===== src/rtl/pulse2level_pkg.sv =====
// rtl/pulse2level_pkg.sv - shared FSM state type and default hold length for pulse2level
package pulse2level_pkg;

    typedef enum logic {
        IDLE = 1'b0,
        HOLD = 1'b1
    } state_t;

    localparam int DEFAULT_HOLD_CYCLES = 16;

endpackage


===== src/rtl/hold_counter.sv =====
// rtl/hold_counter.sv - loadable down counter with zero flag, saturating at 0
module hold_counter #(
    parameter int CNT_W = 5
) (
    input  logic             clk,
    input  logic             rst,
    input  logic             clr,
    input  logic             load,
    input  logic             dec,
    input  logic [CNT_W-1:0] load_value,
    output logic [CNT_W-1:0] count,
    output logic             zero
);

    always_ff @(posedge clk) begin
        if (rst || clr) begin
            count <= '0;
        end else if (load) begin
            count <= load_value;
        end else if (dec && (count != '0)) begin
            count <= count - CNT_W'(1);
        end
    end

    assign zero = (count == '0);

endmodule


===== src/rtl/pulse2level.sv =====
// rtl/pulse2level.sv - stretches a trigger pulse into a HOLD_CYCLES-long level
// Define PULSE2LEVEL_RETRIG_EN to let triggers during a hold extend it.
module pulse2level
    import pulse2level_pkg::*;
#(
    parameter int HOLD_CYCLES = DEFAULT_HOLD_CYCLES,
    parameter int CNT_W       = $clog2(HOLD_CYCLES + 1)
) (
    input  logic             clk,
    input  logic             rst,
    input  logic             pulse_in,
    input  logic             clear,
    output logic             level_out,
    output logic             done,
    output logic [CNT_W-1:0] remain
);

`ifdef PULSE2LEVEL_RETRIG_EN
    localparam bit RETRIG = 1'b1;
`else
    localparam bit RETRIG = 1'b0;
`endif

    localparam logic [CNT_W-1:0] RELOAD = CNT_W'(HOLD_CYCLES - 1);

    state_t state;
    state_t state_next;
    logic   done_next;
    logic   cnt_load;
    logic   cnt_dec;
    logic   cnt_clr;
    logic   cnt_zero;

    always_comb begin
        state_next = state;
        done_next  = 1'b0;
        cnt_load   = 1'b0;
        cnt_dec    = 1'b0;
        cnt_clr    = 1'b0;
        if (clear) begin
            state_next = IDLE;
            cnt_clr    = 1'b1;
        end else begin
            case (state)
                IDLE: begin
                    if (pulse_in) begin
                        state_next = HOLD;
                        cnt_load   = 1'b1;
                    end
                end
                HOLD: begin
                    if (RETRIG && pulse_in) begin
                        cnt_load = 1'b1;
                    end else if (cnt_zero) begin
                        state_next = IDLE;
                        done_next  = 1'b1;
                    end else begin
                        cnt_dec = 1'b1;
                    end
                end
                default: begin
                    state_next = IDLE;
                    cnt_clr    = 1'b1;
                end
            endcase
        end
    end

    // level_out is its own flop so the output never depends on decode logic
    always_ff @(posedge clk) begin
        if (rst) begin
            state     <= IDLE;
            level_out <= 1'b0;
            done      <= 1'b0;
        end else begin
            state     <= state_next;
            level_out <= (state_next == HOLD);
            done      <= done_next;
        end
    end

    hold_counter #(
        .CNT_W (CNT_W)
    ) u_hold_counter (
        .clk        (clk),
        .rst        (rst),
        .clr        (cnt_clr),
        .load       (cnt_load),
        .dec        (cnt_dec),
        .load_value (RELOAD),
        .count      (remain),
        .zero       (cnt_zero)
    );

endmodule

===== config.mk =====
export PLATFORM = sky130hd
export DESIGN_NAME = pulse2level
export DESIGN_NICKNAME = d
export VERILOG_FILES = /design/src/rtl/pulse2level_pkg.sv /design/src/rtl/hold_counter.sv /design/src/rtl/pulse2level.sv
export SDC_FILE = /design/constraint.sdc
export NUM_CORES = 1
export LEC_CHECK = 0
export ABC_CLOCK_PERIOD_IN_PS = 3500
export BUFFER_PORTS_ARGS = -buffer_cell sky130_fd_sc_hd__buf_2
export CAP_MARGIN = 40
export CORE_AREA = 2 2 39 41
export DETAILED_ROUTE_END_ITERATION = 12
export DIE_AREA = 0 0 41 43
export GPL_TIMING_DRIVEN = 0
export SLEW_MARGIN = 20
export SYNTH_ARGS = -nofsm -noshare
export SYNTH_HDL_FRONTEND = slang
export SYNTH_SLANG_ARGS = --single-unit

===== constraint.sdc =====
create_clock -name clk -period 3.5 [get_ports clk]
set_input_delay 0.7 -clock clk [delete_from_list [all_inputs] [get_ports clk]]
set_output_delay 0.7 -clock clk [all_outputs]
set_load 0.03 [all_outputs]

==> flow_summary.ini, run 1 <==
[status]
status = finished, final reports clean

[yosys]
syn-mean-instance-area_um2 = 9.79
synth_cells = 39
yosys_warnings = 0
yosysMostFrequentCell = dfxtp_1
yosys-top-cells-area = dfxtp_1 37%, ha_1 6.6%, buf_6 5.9%
netlist-cell-type-count = 25
synth_nets = 45
yosys_most_used_dff = dfxtp_1
seq_area_frac_synth_pct = 36.7
ys_ff_latch = 7
synthTopCellsByCount = 7 x dfxtp_1, 4 x nor2_1, 3 x nand3_1
synth_edf_count = 0
synth_async_sr_flop_share_pct = 0
synth_top_cell_by_area = dfxtp_1
synth_area_um2 = 382
synth_top_cell_area_share_pct = 36.7

[clock_tree]
cts_tree = built
clockBufferDepth = 2
numCtsBuffers = 3
post_cts_resized = 0
clk_pin_slew_ns = 0.05
holdBufCountCts = 0
cts_setup_buffers = 0
clock_latency_ns = 0.25
clkSinkCount = 7
cts_root_buf = clkbuf_4
h-tree-depth = 1

[timing]
finalHoldViolCount = 0
max_freq_mhz = 567
worst_clock_skew_ns = 0.00520
slew_viol_final = 0
relSlewSlack_pct = 64.5
period_needed_ns = 1.77
rsz0062_at_grt = no
fin_tns_setup_ns = 0
worst_pin_slew_ns = 0.531
min_period_over_period_pct = 50.4
setup_viol = 0

[placement]
dpl_cell_area_um2 = 452
place.gp.congestion = 0.651
port_buffers = 10

[drt]
num_vias = 341
drt_iter0_markers = 6
wire_per_inst_um = 11.4
routed_wl_um = 787
first_pass_iters = 4
drc_errors = 0
vias_per_cell = 4.94
postRouteAntennaNets = 0

[global_route]
track_usage_pct = 10.6
overflow = 0
grt_pass1_wl_um = 1210
antenna_found_initial = 0
grt_pass1_vias = 310
grt_max_degree = 10

[floorplanning]
dieHeight_um = 43
die-area_um2 = 1760
row_count = 14
ios = 11
die_x_um = 41
core_um2 = 1380
start_util_pct = 27.6

[setup_path]
path_class = reg -> reg
reg2regPathDepth = 6
critPathMaxStageDelay_ns = 0.45
crit_chain = inv_1 -> ha_1 -> or4b_4 -> buf_6 -> a311o_1 -> and3_1
crit_path_end_kind = flop
crit_path_top_delay_cell = or4b_4
reg2reg_from = u_hold_counter.count[0]
crit_path_start = u_hold_counter.count[0]
reg2reg_slack_ns = 1.73
cp_max_fo = 8
cp.required_ns = 3.65
worst_setup_path_start_kind = flop
r2r_end = u_hold_counter.count[2]
arrival_ns = 1.91
endpoint = u_hold_counter.count[2]

[finish]
drive_gt1_share_pct = 35.8
num-fill-cells = 149
antenna_cells = 0
syn2layout_area_growth_pct = 25.2
finalInstanceArea_um2 = 478
layout.nets = 60

[pwr]
p_leak_nw = 0.213
power_density_nw_per_um2 = 406
ir_drop_mv = 0.169

[worst_hold_path]
hp-class = reg -> reg

[run]
timing.max_cap.violations = 0
## flip-flops by register name, summed over array words and instances, names as in the netlist
signal,count
state,1
done,1
u_hold_counter.count,5
## kinds of logic (layout without fill, tap and decap cells)
group	Yosys count	count (layout)	share of synthesized area, %
and+or+nand+nor	18	18	28.9
AOI/OAI and AO/OA	7	7	17.4
DFF	7	7	36.7
buffers and inverters	4	18	7.87
adders and majority gates	2	2	6.56
muxes	1	1	2.62
## layout by cell type (no fill, tap or decap), types with 2 or more instances in the layout
cell type,n
clkbuf_4,3
ha_1,2
dfxtp_1,7
buf_2,10
nor2_1,4
nand3_1,3
inv_1,2
buf_6,2
## power breakdown
part	internal [mW]	leakage, nW	switching, mW	total, mW
logic	0.0154	0.141	0.0198	0.0352
registers	0.0826	0.0570	0.00294	0.0855
clock network	0.0435	0.0150	0.0298	0.0733
total	0.141	0.213	0.0525	0.194
## cell type report
cell class,count,area (µm²),area share (%)
Buffer,2,22.5,4.71
Clock buffer,4,26.3,5.50
Inverter,2,7.51,1.57
Multi-Input combinational cell,28,211,44.2
Sequential cell,7,140,29.3
Tap cell,16,20.0,4.19
Timing Repair Buffer,10,50.0,10.5
## layer usage
metal  vias to the layer above  track usage, %  share of wire [%]
met5                         -               0                  0
met4                         0            6.00                2.2
met3                         2            7.85                5.6
met2                         8            14.4                 46
met1                       159            11.6                 46
li1                        172               -                  -
## worst min-delay path by stage
stage           end  slack [ns]  start  cells after the start
3_3_place_gp   done        0.46  state                      2
2_1_floorplan  done        0.58  state                      2
3_5_place_dp   done        0.46  state                      2
5_1_grt        done        0.51  state                      2
4_1_cts        done        0.46  state                      2
6_report       done        0.46  state                      2
## worst max-delay path, delay by kind of cell (launching register included)
family | cells | cell delay (ns)
and+or+nand+nor | 2 | 0.62
DFF | 1 | 0.35
AOI/OAI and AO/OA | 1 | 0.30
buffers and inverters | 2 | 0.24
adders and majority gates | 1 | 0.15
## per-stage QoR
step / utilization (%) / total power, mW / worst slack [ns] / std cells / hold WS [ns]
CTS: 34.5 / 0.198 / 1.72 / 69 / 0.465
finish: 34.5 / 0.194 / 1.73 / 69 / 0.463
global placement: 32.6 / 0.122 / 1.62 / 65 / 0.456
floorplan: - / 0.113 / 1.67 / 39 / 0.577
global route: 34.5 / 0.205 / 1.65 / 69 / 0.506
detailed placement: 32.6 / 0.123 / 1.62 / 65 / 0.462
No activity file was read; power rests on OpenSTA's default activity.
==> inputs of run 2 (changes only) <==
--- a/config.mk
+++ b/config.mk
@@ -5,7 +5,7 @@
 export SDC_FILE = /design/constraint.sdc
 export NUM_CORES = 1
 export LEC_CHECK = 0
-export ABC_CLOCK_PERIOD_IN_PS = 3500
+export ABC_CLOCK_PERIOD_IN_PS = 1600
 export BUFFER_PORTS_ARGS = -buffer_cell sky130_fd_sc_hd__buf_2
 export CAP_MARGIN = 40
 export CORE_AREA = 2 2 39 41
==> constraint.sdc (replaced) <==
create_clock -name clk -period 1.6 [get_ports clk]
set_input_delay 0.32 -clock clk [delete_from_list [all_inputs] [get_ports clk]]
set_output_delay 0.32 -clock clk [all_outputs]
set_load 0.03 [all_outputs]
==> flow_summary.ini, run 2 (same netlist as run 1, synthesis figures left out) <==
[timing]
min_period_over_period_pct = 101
slew_viol_final = 0
max_freq_mhz = 621
whs_ns = 0.298
worst_pin_slew_ns = 0.720
fin_ws_ns = -0.0109
worst_clock_skew_ns = 0.00463
setup_viol = 1
finalHoldViolCount = 0
rsz0062_at_grt = yes
relSlewSlack_pct = 51.9
period_needed_ns = 1.61

[global_route]
grt_pass1_wl_um = 1370
antenna_found_initial = 0
track_usage_pct = 12.1
grt_max_degree = 10
overflow = 0
grt_pass1_vias = 341

[clock_tree]
clkSinkCount = 7
clockBufferDepth = 2
cts_tree = built
clk_pin_slew_ns = 0.06
holdBufCountCts = 0
clock_latency_ns = 0.26
cts_root_buf = clkbuf_4
numCtsBuffers = 3
h-tree-depth = 1

[finish]
seq_area_um2 = 148
num-fill-cells = 145
layout.nets = 64
finalInstanceArea_um2 = 558
multi_input_area_um2 = 249
drive_gt1_share_pct = 50.9
layout_commonest_cell = buf_2
largest_register_ffs = 5
top_register = u_hold_counter.count
antenna_cells = 0
layout_common_cells = 10 x buf_2, 5 x dfxtp_1, 4 x nor2_1, 4 x buf_4
syn2layout_area_growth_pct = 46.2
top_regs = u_hold_counter.count x5, done x1, state x1

[placement]
dpl.hpwl_um = 582
dpl_cell_area_um2 = 459
port_buffers = 10
place.gp.congestion = 0.702

[pwr]
pwr-share-clk_pct = 37.1
switching_share_pct = 29.1
internal-power_mw = 0.320
power_density_nw_per_um2 = 808
p_leak_nw = 0.242
pwr-share-comb_pct = 21.9
p_seq_share_pct = 41.0
ir_drop_mv = 0.292
p_switching_mw = 0.131

[floorplanning]
dieHeight_um = 43
row_count = 14
ios = 11
core_um2 = 1380
die-area_um2 = 1760
die_x_um = 41
start_util_pct = 27.6

[run]
timing.max_cap.violations = 0

[setup_path]
cp.required_ns = 1.74
worst_setup_path_start_kind = flop
cp_max_fo = 4
arrival_ns = 1.76
crit_path_end_kind = flop
path_class = reg -> reg

[status]
violations = negative setup slack
status = finished, violations left

[drt]
routed_wl_um = 903
drc_errors = 0
num_vias = 371
first_pass_iters = 3
wire_per_inst_um = 12.4
postRouteAntennaNets = 0
vias_per_cell = 5.08
drt_iter0_markers = 3

[worst_hold_path]
hp-class = in -> reg
run 2: cell types whose count changed in the layout (fill, tap and decap cells not counted), sizes merged:
cell and delta:
buf +4
run 2: critical path, cell delays in order (launching register included):
cell and delay [ns]:
dfxtp_4 0.35, inv_4 0.06, ha_4 0.11, or4b_4 0.49, and2_4 0.17, o311a_1 0.32
run 2: layout make-up:
type,instances,share of cell area (%)
inverter,2,2.24
tap,16,3.59
clock buffer,4,4.71
sequential,7,26.5
buffer,1,2.02
multi-input combinational,28,44.6
timing repair buffer,15,16.4
run 2: power by group through the flow:
stage	Clock, mW	Combinational, mW	Sequential, mW
finish	0.167	0.0990	0.185
global placement	0	0.0760	0.189
global route	0.178	0.108	0.185
floorplan	0	0.0446	0.200
CTS	0.169	0.0927	0.185
detailed placement	0	0.0765	0.189
run 2: metal layers:
| layer | up-vias | track usage [%] | wire length (µm) |
|---|---|---|---|
| met2 | 9 | 17.5 | 442 |
| met1 | 177 | 13.1 | 395 |
| met4 | 0 | 12.0 | 42 |
| li1 | 181 | - | - |
| met5 | - | 0 | 0 |
| met3 | 4 | 3.14 | 23 |
run 2: final timing paths:
| kind | start | end | slack [ns] | cells past startpoint |
|---|---|---|---|---|
| max | u_hold_counter.count[0] | u_hold_counter.count[1] | -0.01 | 5 |
| min | rst | state | 0.30 | 2 |
| max reg2reg | u_hold_counter.count[0] | u_hold_counter.count[1] | -0.01 | 5 |
| min reg2reg | state | done | 0.47 | 2 |
run 2: per-stage QoR:
stage	worst slack (ns)	power [mW]	setup TNS [ns]	utilization [%]	std cells
floorplan	-0.0995	0.245	-0.292	-	39
finish	-0.0109	0.451	-0.0109	40.3	73
global placement	-0.111	0.265	-0.304	33.2	65
detailed placement	-0.134	0.266	-0.380	33.2	65
CTS	-0.0348	0.446	-0.0530	39.5	73
global route	-0.0458	0.471	-0.0826	40.3	73
run 2: what timing repair did:
action | CTS | global route
gates resized for setup | 6 | 2
setup endpoints to repair | 3 | 2
gates cloned | 0 | 0
pin swaps | 3 | 3
setup buffers | 5 | 0
